`src/rtl/bit_erosion_detector.sv`:
```
// 3x3 binary erosion with its own line buffers and window generation.
// Ports: clk, rst_n, per_frame_{vsync,href,clken}, per_img_Bit in; post_* out.
// Fixed 3-clk latency; sync signals are delayed to stay aligned with data.
// Optional BIT_EROSION_BORDER_REPLICATE_EN: out-of-range taps read as 1.
module bit_erosion_detector #(
  parameter logic [9:0] IMG_HDISP = 10'd800,
  parameter logic [9:0] IMG_VDISP = 10'd600
) (
  input  logic        clk,
  input  logic        rst_n,
  input  logic        per_frame_vsync,
  input  logic        per_frame_href,
  input  logic        per_frame_clken,
  input  logic        per_img_Bit,
  output logic        post_frame_vsync,
  output logic        post_frame_href,
  output logic        post_frame_clken,
  output logic        post_img_Bit,
  output logic [23:0] post_img
);

  localparam int DEPTH = int'(IMG_HDISP);
  localparam int AW = (DEPTH > 1) ? $clog2(DEPTH) : 1;

  logic       vs_q;
  logic       hr_q;
  logic       acc;
  logic       vrise;
  logic       hfall;
  logic [9:0] col;
  logic [9:0] row;
  logic       ovf;
  logic       lb1_vld;
  logic       lb2_vld;

  assign acc   = per_frame_clken & per_frame_href;
  assign vrise = per_frame_vsync & ~vs_q;
  assign hfall = ~per_frame_href & hr_q;

  // ovf marks pixels past the line end; col stays on the last column.
  always_ff @(posedge clk or negedge rst_n) begin
    if (!rst_n) begin
      vs_q    <= 1'b0;
      hr_q    <= 1'b0;
      col     <= '0;
      row     <= '0;
      ovf     <= 1'b0;
      lb1_vld <= 1'b0;
      lb2_vld <= 1'b0;
    end else begin
      vs_q <= per_frame_vsync;
      hr_q <= per_frame_href;
      if (vrise) begin
        col     <= '0;
        row     <= '0;
        ovf     <= 1'b0;
        lb1_vld <= 1'b0;
        lb2_vld <= 1'b0;
      end else if (hfall) begin
        col     <= '0;
        ovf     <= 1'b0;
        row     <= (row != IMG_VDISP) ? row + 10'd1 : row;
        lb1_vld <= 1'b1;
        lb2_vld <= lb1_vld & (row != 10'd0);
      end else if (acc && !ovf) begin
        if (col == IMG_HDISP - 10'd1) begin
          ovf <= 1'b1;
        end else begin
          col <= col + 10'd1;
        end
      end
    end
  end

  logic          lb1 [DEPTH];
  logic          lb2 [DEPTH];
  logic [AW-1:0] addr;
  logic          rd1;
  logic          rd2;

  assign addr = col[AW-1:0];
  assign rd1  = lb1[addr];
  assign rd2  = lb2[addr];

  always_ff @(posedge clk) begin
    if (acc && !ovf) begin
      lb2[addr] <= lb1[addr];
      lb1[addr] <= per_img_Bit;
    end
  end

  // S0: window rows 0..2 = lines r-2, r-1, r; bit0 = newest column.
  logic [2:0] win [3];
  logic       rv1_r;
  logic       rv2_r;
  logic       cv1_r;
  logic       cv2_r;
  logic       ok_r;

  always_ff @(posedge clk or negedge rst_n) begin
    if (!rst_n) begin
      win[0] <= '0;
      win[1] <= '0;
      win[2] <= '0;
      rv1_r  <= 1'b0;
      rv2_r  <= 1'b0;
      cv1_r  <= 1'b0;
      cv2_r  <= 1'b0;
      ok_r   <= 1'b0;
    end else if (acc) begin
      win[0] <= {win[0][1:0], rd2};
      win[1] <= {win[1][1:0], rd1};
      win[2] <= {win[2][1:0], per_img_Bit};
      rv1_r  <= lb1_vld;
      rv2_r  <= lb2_vld;
      cv1_r  <= (col != 10'd0);
      cv2_r  <= (col > 10'd1);
      ok_r   <= ~ovf;
    end
  end

  logic [2:0] vm  [3];
  logic [2:0] eff [3];

  always_comb begin
    vm[0] = {cv2_r, cv1_r, 1'b1} & {3{rv2_r}};
    vm[1] = {cv2_r, cv1_r, 1'b1} & {3{rv1_r}};
    vm[2] = {cv2_r, cv1_r, 1'b1};
    for (int i = 0; i < 3; i++) begin
`ifdef BIT_EROSION_BORDER_REPLICATE_EN
      eff[i] = win[i] | ~vm[i];
`else
      eff[i] = win[i] & vm[i];
`endif
    end
  end

  logic [2:0] acc_d;
  logic [2:0] vs_d;
  logic [2:0] hr_d;
  logic [2:0] ce_d;
  logic [2:0] row_and;
  logic       ok_s1;
  logic       bit_r;

  always_ff @(posedge clk or negedge rst_n) begin
    if (!rst_n) begin
      acc_d   <= '0;
      vs_d    <= '0;
      hr_d    <= '0;
      ce_d    <= '0;
      row_and <= '0;
      ok_s1   <= 1'b0;
      bit_r   <= 1'b0;
    end else begin
      acc_d <= {acc_d[1:0], acc};
      vs_d  <= {vs_d[1:0], per_frame_vsync};
      hr_d  <= {hr_d[1:0], per_frame_href};
      ce_d  <= {ce_d[1:0], per_frame_clken};
      if (acc_d[0]) begin
        row_and <= {&eff[2], &eff[1], &eff[0]};
        ok_s1   <= ok_r;
      end
      if (acc_d[1]) begin
        bit_r <= (&row_and) & ok_s1;
      end
    end
  end

  assign post_frame_vsync = vs_d[2];
  assign post_frame_href  = hr_d[2];
  assign post_frame_clken = ce_d[2];
  assign post_img_Bit     = hr_d[2] & bit_r;
  assign post_img         = post_img_Bit ? 24'h000000 : 24'hFFFFFF;

endmodule

```
`config.mk`:
```
export PLATFORM = sky130hd
export DESIGN_NAME = bit_erosion_detector
export DESIGN_NICKNAME = d
export VERILOG_FILES = /design/src/rtl/bit_erosion_detector.sv
export SDC_FILE = /design/constraint.sdc
export NUM_CORES = 2
export LEC_CHECK = 0
export BUFFER_PORTS_ARGS = -buffer_cell sky130_fd_sc_hd__clkbuf_2
export CAP_MARGIN = 30
export CORE_MARGIN = 3
export CORE_UTILIZATION = 50
export CTS_CLUSTER_SIZE = 16
export DETAILED_ROUTE_END_ITERATION = 8
export HOLD_SLACK_MARGIN = 0.06
export PLACE_DENSITY = 0.76
export SYNTH_ARGS = -nofsm -noshare
export SYNTH_HDL_FRONTEND = slang
export SYNTH_SLANG_ARGS = --single-unit
```
`constraint.sdc`:
```
create_clock -name clk -period 13.9 [get_ports clk]
set_input_delay 1.39 -clock clk [delete_from_list [all_inputs] [get_ports clk]]
set_output_delay 1.39 -clock clk [all_outputs]
set_load 0.1 [all_outputs]
```
# Word level (Yosys, flattened, before mapping)
# Memories as Yosys holds them, arrays and structs flattened. A register that Yosys moved wholly into a read port is not among the register bits.
# Cells that the tools add are included.
# word_totals
n_memories	2
inputBits	6
regBits	55
ramBits	1600
# memory_table
name	depth	width	rd	rd_clocked_by_memory_dff	write_ports	line_no	text
lb1	800	1	1	0	1	75	logic lb1 [DEPTH];
lb2	800	1	1	1	1	76	logic lb2 [DEPTH];
# classes
bitwise	14
muxes	18
n_reduce_logical	16
addsub	2
magnitude_cmp	1
eq_ne	3
# op_table
op	n
$mux W10	7
$mux W24	1
$add A10 B1 Y10 const B	2
$reduce_bool A10 Y1	2
$and A3 B3 Y3	5
$reduce_and A3 Y1	4
$eq A10 B10 Y1 const B	1
$gt A10 B1 Y1 const B	1
$mux W1	10
$ne A10 B10 Y1 const B	1
$and A1 B1 Y1	6
$reduce_and A2 Y1	3
$reduce_bool A3 Y1	2
$reduce_bool A2 Y1	2
$ne A3 B3 Y1 const B	1
$not A1 Y1	3
$logic_not A1 Y1	2
$logic_and A1 B1 Y1	1

# Longest topological paths before layout
# depth
ltp_word	5
mapped_depth	13
ltp_nobuf	8

# Least setup slack after synthesis
# No wires, ideal clock.
# synth_timing
path_kind	register to register
start	reg col[1], in the netlist addr[1]
end	mem lb2[0], data pin
arrival_time_ns	11.541
setup_ns	2.149
slack_ns	0.209
stages_incl_launch_ff	11
t_required_ns	11.751
path_buffers	3
path_cell_list	dfrtp_1 > clkbuf_1 > or4_1 > buf_2 > buf_1 > o22ai_1 > nor4_1 > o2111ai_1 > nand4_1 > and4_1 > nand2_1
# synth_between
elab_chain_cells	1
# synth_rtl
element	line_no	text
start, declared	30	logic [9:0] col;
start signal, assigned	69	col <= col + 10'd1;
$mem_v2 Z800 W1	n/a	
via rd1	78	logic rd1;
end, declared	76	
# The timed path passes the listed nets, and every way through them passes these cells.

# Final worst setup path
# layout_timing
start	reg col[1], in the netlist addr[1]
end	mem lb2[9], data pin
# The elaborated chain is that of the path after synthesis.

==> flow_metrics.py <==
metrics = {
    "floorplanning": {
        "num_io_pins": 34,
        "die_h_um": 373,
        "rows": 134,
        "die_w_um": 373,
        "die_area_um2": 139000,
        "core_area_um2": 134000,
        "start_util": 0.504,
    },
    "place": {
        "dp.final_hpwl_um": 102000,
        "gp_congestion": 0.857,
        "numPortBuffers": 33,
        "dp.cells": 5867,
    },
    "synth": {
        "async_reset_ff_frac": 0.0321,
        "syn_area_um2": 67400,
        "synthMuxAreaShare": 0.126,
        "synth_top_family_by_area": "multiplexers",
        "synth.largest_area_cell": "edfxtp_1",
        "ys.flop_type": "edfxtp_1",
        "syn_avg_cell_area_um2": 15.6,
        "yosysWarnings": 0,
        "syn_inst": 4307,
        "seq_area_frac_synth": 0.733,
        "synth_xor_area_frac": 0.00182,
        "yosys.area_share.simple": 0.0691,
        "yosysTopAreaCellShare": 0.713,
        "yosys-top-cells-area": "edfxtp_1 71%, mux2i_1 9.2%, nor2_1 4.8%",
        "synth_compound_area_frac": 0.0413,
        "ys_seq_elements": 1653,
        "synth-edff-count": 1600,
        "synth_fa_ha_area_frac": 0.00130,
        "yosys-top-cells-count": "1600 x edfxtp_1, 855 x nor2_1, 622 x mux2i_1",
        "synth.most_common_cell": "edfxtp_1",
        "synth_cell_type_count": 65,
        "synth_fp_nets": 4320,
    },
    "finish": {
        "fin_nets": 4277,
        "instances_no_fill": 6163,
        "drive_gt1_frac": 0.123,
        "seqCellArea_um2": 49400,
        "fillers": 9896,
        "multi_input_area_um2": 16400,
        "areaGrowthSynthToFinish_pct": 11.1,
    },
    "setup_path": {
        "cp_max_fo": 264,
        "crit_type": "register to register",
        "required_ps": 14450,
        "crit_path_end_kind": "register",
        "arrival_ps": 7520,
        "critPathLaunchType": "register",
    },
    "run": {
        "max-cap-violations": 0,
    },
    "timing": {
        "fin_skew_ps": 36.4,
        "worstMarginPinSlew_ps": 1240,
        "hold_viol": 0,
        "period_share": 0.502,
        "finalSetupTns_ps": 0,
        "rsz0062_at_grt": "no",
        "setup_viol": 0,
        "min_period_ps": 6980,
        "max_freq_mhz": 143,
        "maxSlewHeadroom": 0.176,
        "holdWs_ps": 354,
        "slew_violations": 0,
    },
    "global_route": {
        "antenna_found_initial": 7,
        "grt_max_degree": 289,
        "grtUsageTotal": 0.259,
        "grt_pass1_vias": 38600,
        "grt_pass1_wl_um": 263000,
        "overflow": 0,
    },
    "clock_network": {
        "clkSinkCount": 1653,
        "cts_buffers": 161,
        "h-tree-depth": 4,
        "path_clk_slew_ps": 60,
        "clock_latency_ps": 800,
        "cts_setup_buffers": 0,
        "post_cts_resized": 0,
        "ctsHoldBuffers": 0,
        "cts_tree": "done",
        "root_buffer": "clkbuf_16",
        "cts_max_path_buffers": 3,
    },
    "power": {
        "p_per_area_nw_per_um2": 141,
        "leakage_nw": 22.9,
        "totalPowerFinal_mw": 10.6,
        "peakVddDrop_v": 0.000139,
    },
    "drt": {
        "postRouteAntennaNets": 0,
        "drt_iter0_drc": 6162,
        "dr.pass1.iters": 8,
        "route.detailed.drc": 0,
        "wire_per_inst_um": 29.7,
        "routed_via_density": 6.41,
        "wl_um": 183000,
        "vias": 39500,
    },
    "run_status": {
        "outcome": "finished clean",
    },
    "worst_hold_path": {
        "hp-class": "register to register",
    },
}
[per-layer routing]
layer,global-route usage,vias to the layer above,part of all wire
li1,-,16400,-
met3,0.0690,562,0.13
met5,0,-,0.000071
met1,0.343,19700,0.35
met4,0.127,2,0.056
met2,0.400,2886,0.46
[placed cells by master (no fill, tap or decap), drive strengths merged, types with 23 or more instances in the layout]
cell,instances
buf,117
clkbuf,233
clkinv,62
dfrtp,53
edfxtp,1600
mux2i,622
mux4,92
nand2,83
nor2,855
nor3,38
nor4,49
o2111ai,23
o21ai,37
o22ai,255
[final timing paths]
kind	slack, ps	cells past startpoint	start	end
min	350	0	ce_d[1]	ce_d[2]
max	6920	13	addr[1]	lb2[9]
min in group asynchronous	780	2	rst_n	hr_d[1]
min reg2reg	350	0	ce_d[1]	ce_d[2]
max in group asynchronous	12540	2	rst_n	addr[1]
max reg2reg	6920	13	addr[1]	lb2[9]
[worst max-delay path, stage by stage, from the launching register on]
cell       delay, ps
dfrtp_4          730
buf_4            640
buf_4            750
nand4bb_4        540
buf_4            550
o22ai_1          260
nor3_1            80
a31oi_1          570
and4_1           300
nor3_1            80
nand2_4          420
buf_12           690
buf_4            580
buf_16           320
[sequential cells by signal (all words and copies together), names as in the netlist]
name / count
win: 9
row_and: 3
hr_d: 3
rv1_r: 1
ok_s1: 1
lb1_vld: 1
cv2_r: 1
addr: 10
cv1_r: 1
ovf: 1
ok_r: 1
rv2_r: 1
acc_d: 2
row: 10
vs_d: 3
ce_d: 3
lb1: 800
lb2: 800
bit_r: 1
lb2_vld: 1
[report_power, final]
part	leakage, nW	internal, mW	switching (mW)
combinational	5.31	0.228	0.408
clock	2.54	2.50	1.83
sequential	15.1	5.57	0.0238
[area by class of cell]
| type | instances | area share |
|---|---|---|
| Multi-Input combinational cell | 2286 | 0.219 |
| Antenna cell | 4 | 0.000134 |
| Sequential cell | 1653 | 0.660 |
| Tap cell | 1768 | 0.0296 |
| Clock inverter | 89 | 0.0114 |
| Clock buffer | 201 | 0.0578 |
| Inverter | 13 | 0.000686 |
| Timing Repair Buffer | 149 | 0.0210 |
[stage by stage]
stage | setup slack, ps | utilization | area [um^2]
after floorplan | 209 | - | 67400
after global placement | 6460 | 0.516 | 68900
after detailed placement | 7070 | 0.521 | 69600
after CTS | 7050 | 0.559 | 74800
after global routing | 6660 | 0.560 | 74800
final | 6920 | 0.560 | 74800
[cell families (layout without fill, tap and decap cells)]
group | after synthesis | count (layout)
simple gates | 1115 | 1115
compound gates | 419 | 419
mux | 731 | 731
flops | 1653 | 1653
fa+ha+maj | 7 | 7
buf+inv | 368 | 452
other cells | 0 | 4
xor+xnor | 14 | 14
Power figures use the tool's default switching activity.
